===== src/rtl/data_dewhiting.sv =====
// Receive-side de-whitener: regenerates the transmit LFSR (x^9+x^5+1) per payload
// byte, XORs it onto incoming bytes, counts payload bytes and flags overruns.
module data_dewhiting #(
    parameter logic [8:0]  SEED      = 9'h001,
    parameter int unsigned MAX_BYTES = 1024,
    parameter int unsigned CNT_W     = 16
) (
    input  logic             clk,
    input  logic             reset_n,
    input  logic [7:0]       din,
    input  logic             din_valid,
    input  logic             frame_start,
    input  logic             frame_end,
    output logic [7:0]       dout,
    output logic             dout_valid,
    output logic             frame_done,
    output logic             frame_abort,
    output logic             overflow,
    output logic [CNT_W-1:0] byte_count
);

    typedef enum logic [1:0] {
        IDLE    = 2'd0,
        PAYLOAD = 2'd1,
        DISCARD = 2'd2
    } state_t;

    localparam logic [CNT_W-1:0] CNT_MAX = CNT_W'(MAX_BYTES);

    // Eight single-bit LFSR steps: the transmitter advances once per bit.
    function automatic logic [8:0] adv8(input logic [8:0] s);
        logic [8:0] t;
        t = s;
        for (int i = 0; i < 8; i++) begin
            t = {t[5] ^ t[0], t[8:1]};
        end
        return t;
    endfunction

    state_t           state_q, state_d;
    logic [8:0]       lfsr_q, lfsr_d;
    logic [8:0]       lfsr_base, lfsr_adv;
    logic [CNT_W-1:0] cnt_base, cnt_d;
    logic [7:0]       dout_d;
    logic             take_byte;
    logic             done_d, abort_d, ovf_d;

    // Next state, LFSR/counter update and next values of the registered outputs.
    always_comb begin
        state_d   = state_q;
        lfsr_base = lfsr_q;
        cnt_base  = byte_count;
        take_byte = 1'b0;
        done_d    = 1'b0;
        abort_d   = 1'b0;
        ovf_d     = 1'b0;

        case (state_q)
            IDLE: begin
                if (frame_start) begin
                    // A same-cycle frame_end closes the frame immediately.
                    lfsr_base = SEED;
                    cnt_base  = '0;
                    take_byte = din_valid;
                    done_d    = frame_end;
                    state_d   = frame_end ? IDLE : PAYLOAD;
                end
            end
            PAYLOAD: begin
                if (frame_start) begin
                    // Restart wins over a same-cycle frame_end; the byte opens the new frame.
                    abort_d   = 1'b1;
                    lfsr_base = SEED;
                    cnt_base  = '0;
                    take_byte = din_valid;
                end else begin
                    if (din_valid) begin
                        if (cnt_base < CNT_MAX) begin
                            take_byte = 1'b1;
                        end else begin
                            ovf_d   = 1'b1;
                            state_d = DISCARD;
                        end
                    end
                    if (frame_end) begin
                        done_d  = !ovf_d;
                        state_d = IDLE;
                    end
                end
            end
            DISCARD: begin
                if (frame_start) begin
                    lfsr_base = SEED;
                    cnt_base  = '0;
                    take_byte = din_valid;
                    state_d   = PAYLOAD;
                end else if (frame_end) begin
                    state_d = IDLE;
                end
            end
            default: begin
                state_d = IDLE;
            end
        endcase

        lfsr_adv = adv8(lfsr_base);
        lfsr_d   = take_byte ? lfsr_adv : lfsr_base;
        cnt_d    = take_byte ? cnt_base + CNT_W'(1) : cnt_base;
        dout_d   = take_byte ? (din ^ lfsr_adv[7:0]) : dout;
    end

    // State, LFSR and output registers.
    always_ff @(posedge clk or negedge reset_n) begin
        if (!reset_n) begin
            state_q     <= IDLE;
            lfsr_q      <= SEED;
            dout        <= '0;
            dout_valid  <= 1'b0;
            frame_done  <= 1'b0;
            frame_abort <= 1'b0;
            overflow    <= 1'b0;
            byte_count  <= '0;
        end else begin
            state_q     <= state_d;
            lfsr_q      <= lfsr_d;
            dout        <= dout_d;
            dout_valid  <= take_byte;
            frame_done  <= done_d;
            frame_abort <= abort_d;
            overflow    <= ovf_d;
            byte_count  <= cnt_d;
        end
    end

endmodule

===== config.mk =====
export PLATFORM = sky130hd
export DESIGN_NAME = data_dewhiting
export DESIGN_NICKNAME = d
export VERILOG_FILES = /design/src/rtl/data_dewhiting.sv
export SDC_FILE = /design/constraint.sdc
export NUM_CORES = 1
export LEC_CHECK = 0
export ABC_AREA = 1
export BUFFER_PORTS_ARGS = -buffer_cell sky130_fd_sc_hd__buf_2
export CAP_MARGIN = 30
export CORE_MARGIN = 10
export CORE_UTILIZATION = 35
export DETAILED_ROUTE_END_ITERATION = 7
export PLACE_DENSITY_LB_ADDON = 0.2
export SETUP_SLACK_MARGIN = 0.1
export SYNTH_ARGS = -nofsm -noshare
export SYNTH_HDL_FRONTEND = slang
export SYNTH_SLANG_ARGS = --single-unit

===== constraint.sdc =====
create_clock -name clk -period 1.7 [get_ports clk]
set_input_delay 0.085 -clock clk [delete_from_list [all_inputs] [get_ports clk]]
set_output_delay 0.085 -clock clk [all_outputs]
set_load 0.02 [all_outputs]

==> results by group <==
Outcome
  – Outcome: completed

Power
  – Total power: 3.27 mW
  – Peak supply drop: 544 µV
  – Power density over the cells: 1310 nW/µm²
  – Leak: 1.32 nW

Worst setup path
  – Reg2Reg Capture Point: dout[2]$_DFFE_PN0P_
  – Critical Path AT: 1680 ps
  – CP max stage delay: 450 ps
  – CP Class: reg2reg
  – CP endpoint kind: flop
  – Worst reg2reg startpoint: state_q[1]$_DFFE_PN0P_
  – Reg2Reg Depth: 8
  – Worst Path Required: 1880 ps
  – CP startpoint kind: flop
  – Reg-to-reg setup timing slack: 200 ps
  – Worst path cell trace: nand2_4, nand2_8, buf_6, o21ai_0, nor2_1, or2_2, nand3_1, nand2_1
  – Max FO, Critical Path: 10
  – Highest-delay cell along the critical path: dfrtp_2

Drt
  – Vias per cell: 4.51
  – DRC: 0
  – Drt wl/cell: 11.9 µm
  – WL final: 4410 µm
  – Post-route ant nets: 0
  – DR vias: 1665
  – 1st-pass router iterations: 4
  – Initial DRC count: 70

Synth
  – Post-synth top area cell: dfrtp_1
  – Synth Cell Area: 1990 µm²
  – Post-synthesis register bit count: 39
  – Area contributors post-synth: dfrtp_1, nand2_1, nand3_1, inv_1, nor2_1
  – Top cell type's share of synthesized area: 47.8%
  – Yosys Warn Count: 0
  – Distinct cells, synth: 31
  – Share of the yosys chip area belonging to registers: 49.1%
  – Syn_nets: 255
  – Syn_area_per_cell: 8.26 µm²
  – Mapped Cells: 241

Finish
  – Register area: 980 µm²
  – Most frequent cells in the layout: nand2_1, buf_2, dfrtp_1, nand3_1, inv_1
  – NumNets Final: 310
  – Antenna diode count: 0
  – Layout cells sized above 1: 29.3%
  – Layout area overhead: 25.7%
  – Multi-input logic area: 916 µm²
  – Most common cell after layout, fill and taps aside: nand2_1
  – Final cell count without fillers: 369
  – Fillers: 563
  – Final instance area: 2500 µm²

Global route
  – Number of global-route vias before repair: 1633
  – Met3 Use GR: 3.30%
  – Largest net degree at the start of global routing: 22
  – M1 GR Usage: 12.9%
  – GR Overflow Total: 0
  – Met2 Usage GRT: 16.5%
  – Busiest layer in global routing: met2
  – GRT Total Usage: 10.4%
  – Global-route wire length before repair: 7660 µm
  – Initial antenna violation count: 0

Timing
  – Slew HR: 75.2%
  – RSZ-0062 raised after global routing: false
  – Final period util: 88.3%
  – Final Max Tran Viols: 0
  – Setup_tns: 0 ps
  – Final setup violating endpoints: 0
  – FMAX: 666 MHz
  – Final hold vios: 0
  – WHS: 71.4 ps
  – Period minus WS final: 1500 ps
  – Worst Tran Pin Value: 372 ps
  – Clock Skews: 5.74 ps

Die
  – Starting density of the core: 36.2%
  – Die X: 95.4 µm
  – Die Ht: 95.4 µm
  – Die footprint: 9100 µm²
  – Io pins: 41
  – Num rows: 27
  – Core box area: 5510 µm²

Min path
  – Worst hold endpoint: dout[2]$_DFFE_PN0P_
  – Min-Delay Path Depth: 4
  – Hold wc startpoint: din[2]
  – Hold Crit Class: in2reg

Clock network
  – Max Root-Sink Buffers: 2
  – Root Driver: clkbuf_8
  – Clk sink count: 39
  – Cts bufs inserted: 5
  – CTS tree: built
  – CTS H-tree lvls: 2
  – Worst-Skew Late Latency: 290 ps
  – Clock slew at reported path FFs: 70 ps

Placement
  – Port bufs: 40
  – Detailed placement HPWL: 3330 µm
  – Dpl cells: 355
  – Area after DPL: 2330 µm²
  – Routability cong.: 0.757

Run
  – Maxcap violations: 0
[state kept, by name, indices dropped and copies added, names as in the netlist]
register,cells
state_q,2
frame_done,1
byte_count,16
overflow,1
frame_abort,1
dout,8
lfsr_q,9
dout_valid,1
[per-layer routing]
layer	wire length (µm)	vias to the layer above
met3	267	5
li1	-	886
met5	0	-
met4	65	0
met2	2010	27
met1	2060	747
[synth_stat cells (all sizes together)]
master,instances
nand3,31
xnor2,2
or2,3
inv,30
dfrtp,38
nand2,71
nor2,22
ha,1
nand4,7
dfstp,1
nor3,1
a21oi,3
o21ai,17
o211ai,1
xor2,6
buf,5
nand3b,2
[area by class of cell]
type | instances | share of cell area, %
Sequential cell | 39 | 39.2
Tap cell | 72 | 3.60
Inverter | 30 | 4.80
Timing Repair Buffer | 52 | 11.8
Multi-Input combinational cell | 168 | 36.6
Clock buffer | 8 | 4.00
[worst max-delay path by stage]
stage                                   end              startpoint  slack [ps]  cells after the start
finish                  dout[2]$_DFFE_PN0P_  state_q[1]$_DFFE_PN0P_         200                      8
global route            dout[5]$_DFFE_PN0P_  state_q[1]$_DFFE_PN0P_          90                      9
CTS                 byte_count[6]$_DFF_PN0_  state_q[1]$_DFFE_PN0P_         110                      9
detailed placement  byte_count[6]$_DFF_PN0_  state_q[0]$_DFFE_PN0P_         120                      9
global placement        dout[2]$_DFFE_PN0P_  state_q[1]$_DFFE_PN0P_         150                      8
floorplan           byte_count[6]$_DFF_PN0_  state_q[1]$_DFFE_PN0P_         120                     10
[where the power goes]
part / total (mW) / internal (mW) / switching [mW]
clock network: 0.691 / 0.370 / 0.320
logic: 1.23 / 0.437 / 0.792
registers: 1.35 / 1.18 / 0.177
[critical path: cells and delay by family (launching register included)]
kind	cells	cell delay [ps]
AOI/OAI and AO/OA	1	100
DFF	1	450
buffers and inverters	1	150
and+or+nand+nor	6	700
[stage by stage]
step	util, %	worst slack, ps
after floorplan	-	119
after global placement	42.3	154
after detailed placement	42.3	120
after CTS	44.3	110
after global routing	45.4	87.9
final	45.4	199
[cell families (layout without fill, tap and decap cells)]
group	after synthesis	in the layout	synth area share (%)
XOR/XNOR	8	8	3.52
flip-flops	39	39	49.1
AND/OR/NAND/NOR	137	138	32.6
AO/OA/AOI/OAI	21	21	5.97
buffers and inverters	35	90	8.23
adder cells (fa/ha/maj)	1	1	0.628
[timing repair]
| item | CTS | global route |
|---|---|---|
| setup buffers | 0 | 4 |
| hold buffers | 1 | 0 |
| resized for setup | 0 | 6 |
| endpoints found under the setup margin | 0 | 18 |
| hold endpoints to repair | 15 | 0 |
Power figures use the tool's default switching activity.
